`src/rtl/mult_share_arbiter_if.sv`:
```
// mult_share_arbiter_if
//   Request/response bundle between the requesting datapath blocks and the
//   shared-multiplier arbiter. Requester i owns req_a/req_b bits [32*i+31:32*i].
//   The slave modport is the arbiter side; the master modport is the
//   requester/consumer side.
interface mult_share_arbiter_if #(
  parameter int NUM_REQ = 4,
  parameter int ID_W    = 2
);
  logic [NUM_REQ-1:0]    req_valid;
  logic [NUM_REQ-1:0]    req_ready;
  logic [NUM_REQ*32-1:0] req_a;
  logic [NUM_REQ*32-1:0] req_b;
  logic                  resp_valid;
  logic                  resp_ready;
  logic [ID_W-1:0]       resp_id;
  logic [63:0]           resp_product;
  logic                  busy;

  modport slave (
    input  req_valid, req_a, req_b, resp_ready,
    output req_ready, resp_valid, resp_id, resp_product, busy
  );

  modport master (
    output req_valid, req_a, req_b, resp_ready,
    input  req_ready, resp_valid, resp_id, resp_product, busy
  );
endinterface

```
`src/rtl/mult_share_arbiter.sv`:
```
// mult_share_arbiter
//   Shares one 32x32 unsigned multiplier among NUM_REQ requesters. One
//   operation is in flight at a time: IDLE (grant) -> CALC (multiply) ->
//   DONE (hold response until consumed). The response carries the index of
//   the requester that owns the product.
//
//   Configuration macro: MULT_SHARE_FIXED_PRI_EN
//     defined   -> fixed priority, lowest valid index wins, no rotation pointer
//     undefined -> round-robin starting at the pointer (default build)

// Combinational 32x32 -> 64 unsigned multiplier owned by the arbiter.
module umultiplier (
  input  logic [31:0] i_a,
  input  logic [31:0] i_b,
  output logic [63:0] o_p
);
  assign o_p = {32'd0, i_a} * {32'd0, i_b};
endmodule

// Protocol checks on the arbiter's outputs; kept out of the datapath module.
module mult_share_arbiter_chk #(
  parameter int NUM_REQ = 4,
  parameter int ID_W    = 2
) (
  input logic               i_clk,
  input logic               i_rst,
  input logic [NUM_REQ-1:0] i_req_ready,
  input logic               i_busy,
  input logic               i_resp_valid,
  input logic               i_resp_ready,
  input logic [ID_W-1:0]    i_resp_id,
  input logic [63:0]        i_resp_product
);
  a_grant_onehot: assert property (@(posedge i_clk) disable iff (i_rst)
    $onehot0(i_req_ready));

  a_no_grant_when_busy: assert property (@(posedge i_clk) disable iff (i_rst)
    i_busy |-> (i_req_ready == '0));

  a_resp_hold: assert property (@(posedge i_clk) disable iff (i_rst)
    (i_resp_valid && !i_resp_ready) |=>
      (i_resp_valid && $stable(i_resp_id) && $stable(i_resp_product)));
endmodule

module mult_share_arbiter #(
  parameter int NUM_REQ = 4,
  parameter int ID_W    = 2
) (
  input logic                 i_clk,
  input logic                 i_rst,
  mult_share_arbiter_if.slave io_bus
);

  typedef enum logic [1:0] {
    ST_IDLE = 2'd0,
    ST_CALC = 2'd1,
    ST_DONE = 2'd2
  } state_t;

  state_t             r_state;
  state_t             w_state_next;

  logic [31:0]        r_a;
  logic [31:0]        r_b;
  logic [ID_W-1:0]    r_id;
  logic [63:0]        r_product;
  logic [ID_W-1:0]    r_resp_id;
  logic               r_resp_valid;
  logic               r_busy;

  logic [ID_W-1:0]    w_start;
  logic [ID_W:0]      w_find;
  logic               w_found;
  logic [ID_W-1:0]    w_grant_id;
  logic [NUM_REQ-1:0] w_grant;
  logic               w_accept;
  logic [31:0]        w_sel_a;
  logic [31:0]        w_sel_b;
  logic [63:0]        w_mult;

  // Search the valid vector for the first requester at or after i_start,
  // wrapping past NUM_REQ-1 to 0. Returns {found, index}.
  function automatic logic [ID_W:0] f_find(
    input logic [NUM_REQ-1:0] i_valid,
    input logic [ID_W-1:0]    i_start
  );
    logic [ID_W:0] v_res;
    int            v_best;
    int            v_off;
    v_res  = '0;
    v_best = NUM_REQ;
    for (int i = 0; i < NUM_REQ; i++) begin
      v_off = (i + NUM_REQ - int'(i_start)) % NUM_REQ;
      if (i_valid[i] && (v_off < v_best)) begin
        v_best = v_off;
        v_res  = {1'b1, ID_W'(i)};
      end
    end
    return v_res;
  endfunction

`ifdef MULT_SHARE_FIXED_PRI_EN
  // Fixed priority: the search always starts at index 0.
  assign w_start = '0;
`else
  logic [ID_W-1:0] r_rr_ptr;

  assign w_start = r_rr_ptr;

  // Rotate the pointer to just past the requester taken on each accept.
  always_ff @(posedge i_clk) begin
    if (i_rst) begin
      r_rr_ptr <= '0;
    end else if (w_accept) begin
      r_rr_ptr <= (w_grant_id == ID_W'(NUM_REQ - 1)) ? '0 : (w_grant_id + ID_W'(1));
    end
  end
`endif

  assign w_find     = f_find(io_bus.req_valid, w_start);
  assign w_found    = w_find[ID_W];
  assign w_grant_id = w_find[ID_W-1:0];

  // FSM state register.
  always_ff @(posedge i_clk) begin
    if (i_rst) begin
      r_state <= ST_IDLE;
    end else begin
      r_state <= w_state_next;
    end
  end

  // Next state and grant: a grant is offered only in IDLE and never while
  // reset is asserted; the response handshake cycle never grants.
  always_comb begin
    w_state_next = r_state;
    w_grant      = '0;
    w_accept     = 1'b0;
    case (r_state)
      ST_IDLE: begin
        if (w_found && !i_rst) begin
          w_grant      = NUM_REQ'(1) << w_grant_id;
          w_accept     = 1'b1;
          w_state_next = ST_CALC;
        end else begin
          w_state_next = ST_IDLE;
        end
      end
      ST_CALC: begin
        w_state_next = ST_DONE;
      end
      ST_DONE: begin
        if (io_bus.resp_ready) begin
          w_state_next = ST_IDLE;
        end else begin
          w_state_next = ST_DONE;
        end
      end
      default: begin
        w_state_next = ST_IDLE;
      end
    endcase
  end

  // One-hot AND-OR mux selecting the granted requester's operands.
  always_comb begin
    w_sel_a = '0;
    w_sel_b = '0;
    for (int i = 0; i < NUM_REQ; i++) begin
      w_sel_a = w_sel_a | (io_bus.req_a[32*i +: 32] & {32{w_grant[i]}});
      w_sel_b = w_sel_b | (io_bus.req_b[32*i +: 32] & {32{w_grant[i]}});
    end
  end

  umultiplier u_mult (
    .i_a (r_a),
    .i_b (r_b),
    .o_p (w_mult)
  );

  // Capture operands and owner on accept; capture the product at end of CALC.
  always_ff @(posedge i_clk) begin
    if (i_rst) begin
      r_a       <= '0;
      r_b       <= '0;
      r_id      <= '0;
      r_product <= '0;
      r_resp_id <= '0;
    end else begin
      if (w_accept) begin
        r_a  <= w_sel_a;
        r_b  <= w_sel_b;
        r_id <= w_grant_id;
      end
      if (r_state == ST_CALC) begin
        r_product <= w_mult;
        r_resp_id <= r_id;
      end
    end
  end

  // Status flags registered from the next state so they align with r_state.
  always_ff @(posedge i_clk) begin
    if (i_rst) begin
      r_resp_valid <= 1'b0;
      r_busy       <= 1'b0;
    end else begin
      r_resp_valid <= (w_state_next == ST_DONE);
      r_busy       <= (w_state_next != ST_IDLE);
    end
  end

  assign io_bus.req_ready    = w_grant;
  assign io_bus.resp_valid   = r_resp_valid;
  assign io_bus.resp_id      = r_resp_id;
  assign io_bus.resp_product = r_product;
  assign io_bus.busy         = r_busy;

  mult_share_arbiter_chk #(
    .NUM_REQ (NUM_REQ),
    .ID_W    (ID_W)
  ) u_chk (
    .i_clk          (i_clk),
    .i_rst          (i_rst),
    .i_req_ready    (w_grant),
    .i_busy         (r_busy),
    .i_resp_valid   (r_resp_valid),
    .i_resp_ready   (io_bus.resp_ready),
    .i_resp_id      (r_resp_id),
    .i_resp_product (r_product)
  );

endmodule

```
`src/flat_wrapper.sv`:
```
// flat-port wrapper written by rule: the top's interface ports become plain ports
module mult_share_arbiter_flat 
#(
  parameter int NUM_REQ = 4,
  parameter int ID_W    = 2
)
  (i_clk, i_rst, io_bus_req_valid, io_bus_req_a, io_bus_req_b, io_bus_resp_ready, io_bus_req_ready, io_bus_resp_valid, io_bus_resp_id, io_bus_resp_product, io_bus_busy);
  mult_share_arbiter_if #(.NUM_REQ(NUM_REQ), .ID_W(ID_W)) io_bus_i ();
  input logic i_clk;
  input logic i_rst;
  input wire logic [$bits(io_bus_i.req_valid)-1:0] io_bus_req_valid;
  input wire logic [$bits(io_bus_i.req_a)-1:0] io_bus_req_a;
  input wire logic [$bits(io_bus_i.req_b)-1:0] io_bus_req_b;
  input wire logic [$bits(io_bus_i.resp_ready)-1:0] io_bus_resp_ready;
  output wire logic [$bits(io_bus_i.req_ready)-1:0] io_bus_req_ready;
  output wire logic [$bits(io_bus_i.resp_valid)-1:0] io_bus_resp_valid;
  output wire logic [$bits(io_bus_i.resp_id)-1:0] io_bus_resp_id;
  output wire logic [$bits(io_bus_i.resp_product)-1:0] io_bus_resp_product;
  output wire logic [$bits(io_bus_i.busy)-1:0] io_bus_busy;
  assign io_bus_i.req_valid = io_bus_req_valid;
  assign io_bus_i.req_a = io_bus_req_a;
  assign io_bus_i.req_b = io_bus_req_b;
  assign io_bus_i.resp_ready = io_bus_resp_ready;
  assign io_bus_req_ready = io_bus_i.req_ready;
  assign io_bus_resp_valid = io_bus_i.resp_valid;
  assign io_bus_resp_id = io_bus_i.resp_id;
  assign io_bus_resp_product = io_bus_i.resp_product;
  assign io_bus_busy = io_bus_i.busy;
  mult_share_arbiter #(.NUM_REQ(NUM_REQ), .ID_W(ID_W)) u_core (.i_clk(i_clk), .i_rst(i_rst), .io_bus(io_bus_i));
endmodule
```
`config.mk`:
```
export PLATFORM = sky130hd
export DESIGN_NAME = mult_share_arbiter_flat
export DESIGN_NICKNAME = d
export VERILOG_FILES = /design/src/rtl/mult_share_arbiter_if.sv /design/src/rtl/mult_share_arbiter.sv /design/src/flat_wrapper.sv
export SDC_FILE = /design/constraint.sdc
export NUM_CORES = 2
export LEC_CHECK = 0
export CORE_ASPECT_RATIO = 2
export CORE_MARGIN = 10
export CORE_UTILIZATION = 62
export CTS_CLUSTER_DIAMETER = 50
export DETAILED_ROUTE_END_ITERATION = 7
export GPL_TIMING_DRIVEN = 0
export PLACE_DENSITY = 0.85
export SETUP_SLACK_MARGIN = 0.3
export SYNTH_ARGS = -nofsm -noshare
export SYNTH_HDL_FRONTEND = slang
export SYNTH_SLANG_ARGS = --single-unit
```
`constraint.sdc`:
```
create_clock -name i_clk -period 10.8 [get_ports i_clk]
set_input_delay 3.24 -clock i_clk [delete_from_list [all_inputs] [get_ports i_clk]]
set_output_delay 3.24 -clock i_clk [all_outputs]
set_load 0.03 [all_outputs]
```
## Word-level counts from Yosys, hierarchy flattened

Index checks and enable logic that the tools add are counted.

| word-level totals | value |
|---|---|
| register bits | 138 |
| bits in latches | 0 |
| memory bits (writable) | 0 |
| bits in read-only memories | 0 |
| input bits | 263 |
| output and inout bits | 72 |
| logic and storage cells | 69 |
| memories kept | 0 |

| operators by class | value |
|---|---|
| add/sub/neg operators | 5 |
| multiply operators | 1 |
| divide/modulo/power cells | 0 |
| magnitude comparators | 4 |
| equality and inequality tests | 4 |
| shifts and indexed selects | 1 |
| multiplexer cells | 15 |
| bitwise operators | 18 |
| reductions and logical operators | 12 |

Operators by type and width:

| cell | number |
|---|---|
| $and A32 B32 Y32 | 8 |
| $or A32 B32 Y32 | 6 |
| $lt A3 B32 Y1 | 3 |
| $mux W32 | 3 |
| $mul A32 B32 Y64 | 1 |
| $sub A3 B2 Y4 const A | 4 |
| $mux W3 | 4 |
| $mux W4 | 2 |
| $reduce_or A2 Y1 | 4 |
| $eq A2 B2 Y1 const B | 3 |
| $pmux W2 S3 | 1 |
| $logic_and A1 B1 Y1 | 5 |
| $and A1 B1 Y1 | 4 |
| $lt A3 B4 Y1 const B | 1 |
| $mux W2 | 2 |
| $shl A1 B2 Y4 const A | 1 |
| $mux W1 | 3 |
| $add A2 B1 Y2 const B | 1 |
| $eq A2 B1 Y1 const B | 1 |
| $logic_not A2 Y1 | 1 |
| $reduce_bool A2 Y1 | 1 |
| $logic_not A1 Y1 | 1 |

## Longest topological paths before layout

| logic depth | value |
|---|---|
| depth in word-level cells | 22 |
| depth in mapped cells | 29 |
| depth with buffers taken out | 28 |

## Modules after synthesis

A second synthesis with hierarchy kept.

| unflattened totals | value |
|---|---|
| cells, all modules | 4410 |
| area, all modules | 39601.7 um2 |

Modules (own cells, without submodules):

| module | instances | cells each | area an instance (um2) | sequential area each (um2) |
|---|---|---|---|---|
| umultiplier | 1 | 3687 | 33256.9 | 0.0 |
| mult_share_arbiter | 1 | 723 | 6344.8 | 2762.6 |

## Worst setup path before layout

Ideal clock, no wire load.

| timing | value |
|---|---|
| path type | input-to-output |
| start | input port io_bus_req_valid[0] |
| end | output port io_bus_req_ready[0] |
| data arrival time | 6.527 ns |
| data required time | 7.560 ns |
| setup slack | 1.033 ns |
| stages | 16 |
| buffers on the path | 3 |
| cell sequence | clkbuf_1 -> mux2i_1 -> a21oi_1 -> ha_1 -> o21a_1 -> nor2_1 -> o21ai_0 -> o21ai_0 -> ha_1 -> nor2b_1 -> o32ai_1 -> a21boi_0 -> ha_1 -> and3_1 -> clkbuf_1 -> clkbuf_1 |

| on the way | value |
|---|---|
| cells in the longest elaborated chain, start to end | 14 |
| elaborated cells between the ends (all ways) | 18 |
| those cells by class | order compare: 3; shift: 1; mux: 9; reduce/logical: 5 |

RTL lines:

| item | RTL line | source |
|---|---|---|
| start: declaration | flat_wrapper.sv:11 | `input wire logic [$bits(io_bus_i.req_valid)-1:0] io_bus_req_valid;` |
| $logic_and A1 B1 Y1 * | mult_share_arbiter.sv:94 | `if (i_valid[i] && (v_off < v_best)) begin` |
| $mux W32 | mult_share_arbiter.sv:94 |  |
| $lt A3 B32 Y1 | mult_share_arbiter.sv:94 |  |
| $logic_and A1 B1 Y1 | mult_share_arbiter.sv:94 |  |
| $mux W32 | mult_share_arbiter.sv:94 |  |
| $lt A3 B32 Y1 | mult_share_arbiter.sv:94 |  |
| $logic_and A1 B1 Y1 | mult_share_arbiter.sv:94 |  |
| $mux W32 | mult_share_arbiter.sv:94 |  |
| $lt A3 B32 Y1 | mult_share_arbiter.sv:94 |  |
| $logic_and A1 B1 Y1 | mult_share_arbiter.sv:94 |  |
| $mux W3 * | mult_share_arbiter.sv:94 |  |
| $shl A1 B2 Y4 / $logic_and A1 B1 Y1 (equally long branches) | mult_share_arbiter.sv:142, mult_share_arbiter.sv:141 |  |
| $mux W4 * | mult_share_arbiter.sv:141 | `if (w_found && !i_rst) begin` |
| $mux W4 * | mult_share_arbiter.sv:139 | `case (r_state)` |
| end: declaration | flat_wrapper.sv:15 | `output wire logic [$bits(io_bus_i.req_ready)-1:0] io_bus_req_ready;` |

Every way passes the cells marked *; elsewhere a longest branch is shown, timed or not.

## Worst setup path after layout

| timing | value |
|---|---|
| start | register u_core.r_a[1] |
| end | register u_core.r_product[55] (netlist: u_core.io_bus.resp_product[55]) |

| on the way | value |
|---|---|
| cells in the longest elaborated chain, start to end | 1 |

RTL lines:

| item | RTL line | source |
|---|---|---|
| start: declaration | mult_share_arbiter.sv:63 | `logic [31:0] r_a;` |
| start signal: assignment | mult_share_arbiter.sv:191 | `r_a <= w_sel_a;` |
| $mul A32 B32 Y64 | mult_share_arbiter.sv:17 | `assign o_p = {32'd0, i_a} * {32'd0, i_b};` |
| end signal: assignment | mult_share_arbiter.sv:196 | `r_product <= w_mult;` |
| end: declaration | mult_share_arbiter.sv:66 | `logic [63:0] r_product;` |

Every way passes these cells.
A chain may end at the register's enable or synchronous reset.

==> impl_metrics.ini <==
[run_status]
run_status = complete, but fails checks
failed_checks = design-rule violations, max-capacitance violations, max-slew violations

[clock_network]
ctsLongestPathBuffers = 2
numClockSinks = 138
clock_latency_ns = 0.51
cts_made_buffers = 17
clock_tree.htree_level_count = 4
ctsRootBufferMaster = clkbuf_16
cts.reportedPaths.clkPinSlew_ns = 0.08
cts_tree = built

[routing]
wl_um = 188000
route.vias.total = 36600
drt_first_pass_iters = 8
drt-vias-per-instance = 6.54
detailedRoute.firstIterationViolations = 4232
wl_per_cell_um = 33.7
drt.antenna.violating_nets = 0
drc = 1

[power_and_ir_drop]
power_frac_clock_pct = 10.0
power_switching_share_pct = 63.1
design_power_total_uw = 6590
power_frac_comb_pct = 76.8
net-switching-power_uw = 4160
power.density_cell_area_mw_per_mm2 = 148
power.static_leakage_uw = 0.0215
vdd_drop_max_v = 0.000287
internal_power_uw = 2430
power.sequential.fraction_pct = 13.3

[finish]
multi_input_area_mm2 = 0.0321
flow.area_growth_from_synthesis_pct = 13.3
final_nets = 6158
final_cell_count_no_fill = 5592
post_layout_instance_area_mm2 = 0.0444
layout-drive-gt1-share_pct = 1.94
regArea_mm2 = 0.00276
fill_cell_total_of_the_finished_layout = 4974

[synthesis]
syn_avg_cell_area_um2 = 8.96
syn_inst = 4374
yosysUniqueCellTypes = 72
async_flop_share_pct = 0
yosys_warnings = 0
synth.largest_area_cell = fa_1
synthFlopType = dfxtp_1
synth_top_cells_by_area = fa_1, and2_1, ha_1
synth_largest_type_area_fraction_pct = 45.8
number_of_flops_mapped_to_enable_cells_by_yosys = 0
syn-num-nets = 5802
syn_area_mm2 = 0.0392
ff_latch_count_synth = 138
yosysSeqAreaShare_pct = 7.05

[grt]
grt_overflow = 0
first_global_vias = 38600
antenna_violations_before_repair = 55
grt_max_degree = 19
gr-usage-all-layers_pct = 52.6
grt_pass1_wl_um = 270000

[floorplanning]
die_x_um = 198
fp.dieH_um = 376
core_area_mm2 = 0.0628
design.die.area_mm2 = 0.0743
pin_count = 335
initial_core_util_pct = 62.4
number_of_cell_rows = 130

[place]
globalplace.congestion = 1.12
placedInstanceArea_mm2 = 0.0435
placed_cells = 5498
port_buffers = 332
pre_cts_slack_ns = -1.14
hpwlAfterDp_um = 150000

[setup_path]
critical-path-slowest-cell = clkbuf_1
crit_path_frequent_cell = fa_1
worst-setup-path-type = flop to flop
critPathBufInv = 5
cp_peak_stage_delay_ns = 1.17
path_max_fanout = 11
worstPathArrival_ns = 11.08
worst_setup_sp_type = flop
crit_required_ns = 11.15
cp-end-kind = flop
cpLargestDelayFamily = adder cells

[timing]
timing.slew.headroom_pct = -4.63
final_max_slew_viol_count = 102
finalHoldWorstSlack_ns = 0.454
layout_min_cycle_time_ns = 10.73
finish_stage_setup_viols = 0
rsz0062_at_grt = true
fin_crit_sh_pct = 99.4
fin_ws_ns = 0.0684
max_clock_skew_ns = 0.0256
fmaxAchievable_ghz = 0.0932
finalHoldViolations = 0
worst-slew-pin-transition_ns = 1.57

[job]
cap_violations = 9

[hold_path]
hp-class = flop to flop
## cell usage in the layout, fill, tap and decap left out, types with 13 or more instances in the layout
cell,n
nand2_1,651
a21oi_1,121
clkbuf_1,250
fa_1,896
ha_1,268
and2_1,565
nor3_1,17
dfxtp_1,138
a22o_1,53
a31oi_1,17
diode_2,57
inv_1,867
a22oi_1,118
a21o_1,39
xor2_1,13
nor2_1,47
nand3_1,25
xnor2_1,39
clkdlybuf4s50_1,327
clkbuf_16,17
o21ai_0,59
## kinds of logic after synthesis
family,share of synthesized area (%)
AND/OR/NAND/NOR,17.4
adder cells (fa/ha/maj),54.3
buffers and inverters,11.2
AO/OA/AOI/OAI,8.81
flip-flops,7.05
XOR/XNOR,1.16
multiplexers,0.0766
## path summary, 6_finish.rpt
kind / startpoint / end / slack, ns / cells after the start
setup / recovery: u_core.r_a[1]$_SDFFE_PP0P_ / u_core.io_bus.resp_product[55]$_SDFFE_PP0P_ / 0.07 / 25
hold / removal: u_core.io_bus.resp_product[36]$_SDFFE_PP0P_ / u_core.io_bus.resp_product[36]$_SDFFE_PP0P_ / 0.45 / 2
setup reg to reg: u_core.r_a[1]$_SDFFE_PP0P_ / u_core.io_bus.resp_product[55]$_SDFFE_PP0P_ / 0.07 / 25
hold reg to reg: u_core.io_bus.resp_product[36]$_SDFFE_PP0P_ / u_core.io_bus.resp_product[36]$_SDFFE_PP0P_ / 0.45 / 2
## cells in the mapped netlist (11+ instances only)
master / number
and3_1: 11
clkbuf_1: 263
ha_1: 269
nand3_1: 25
nor2_1: 47
o21ai_0: 60
xnor2_1: 39
a31oi_1: 17
inv_1: 867
and2_1: 565
a221oi_1: 11
nand2_1: 651
a211oi_1: 11
a22oi_1: 118
a21o_1: 39
a22o_1: 53
nor3_1: 17
a21oi_1: 121
dfxtp_1: 138
fa_1: 896
xor2_1: 13
## area by class of cell
cell class              instances  share of cell area [%]
clock inverters                15                   0.448
plain buffers                 281                    2.69
well taps                     792                    2.23
inverters                     867                    7.33
clock buffers                  17                   0.958
multi-input cells            3088                    72.2
flip-flops and latches        138                    6.22
repair buffers                337                    7.60
diodes                         57                   0.321
## state kept, by name (all words and copies together), names as in the netlist
| signal | count |
|---|---|
| u_core.io_bus.resp_valid | 1 |
| u_core.io_bus.resp_id | 2 |
| u_core.r_state | 2 |
| u_core.io_bus.busy | 1 |
| u_core.io_bus.resp_product | 64 |
| u_core.r_a | 32 |
| u_core.r_b | 32 |
| u_core.r_id | 2 |
| u_core.r_rr_ptr | 2 |
## through the flow
step           utilization, %  TNS (ns)
4_1_cts                  70.5         0
6_report                 70.8         0
3_5_place_dp             69.3     -4.42
3_3_place_gp             69.3     -3.72
5_1_grt                  70.6         0
2_1_floorplan               -         0
## per-layer routing
| metal | track usage [%] | share of wire, % |
|---|---|---|
| met3 | 25.2 | 14 |
| met5 | 1.28 | 0.12 |
| met4 | 57.3 | 14 |
| met2 | 78.3 | 44 |
| met1 | 49.9 | 28 |
## worst min-delay path, delay by kind of cell, from the launching register on
family	cells	cell delay (ns)
flops	1	0.31
simple gates	1	0.05
compound gates	1	0.05
## power groups by stage
stage / Sequential, µW / Combinational, µW / Clock (µW)
floorplan: 779 / 2430 / 0
global placement: 839 / 4540 / 0
detailed placement: 842 / 4580 / 0
CTS: 832 / 4680 / 647
global route: 855 / 5190 / 664
finish: 873 / 5060 / 657
## timing repair
action / CTS / global route
pin swaps: 2 / 1
hold buffers: 0 / 0
resized for setup: 36 / 8
endpoints found under the setup margin: 4 / 10
buffers inserted: 2 / 2
Note: power is estimated with default switching activity, not from simulation.
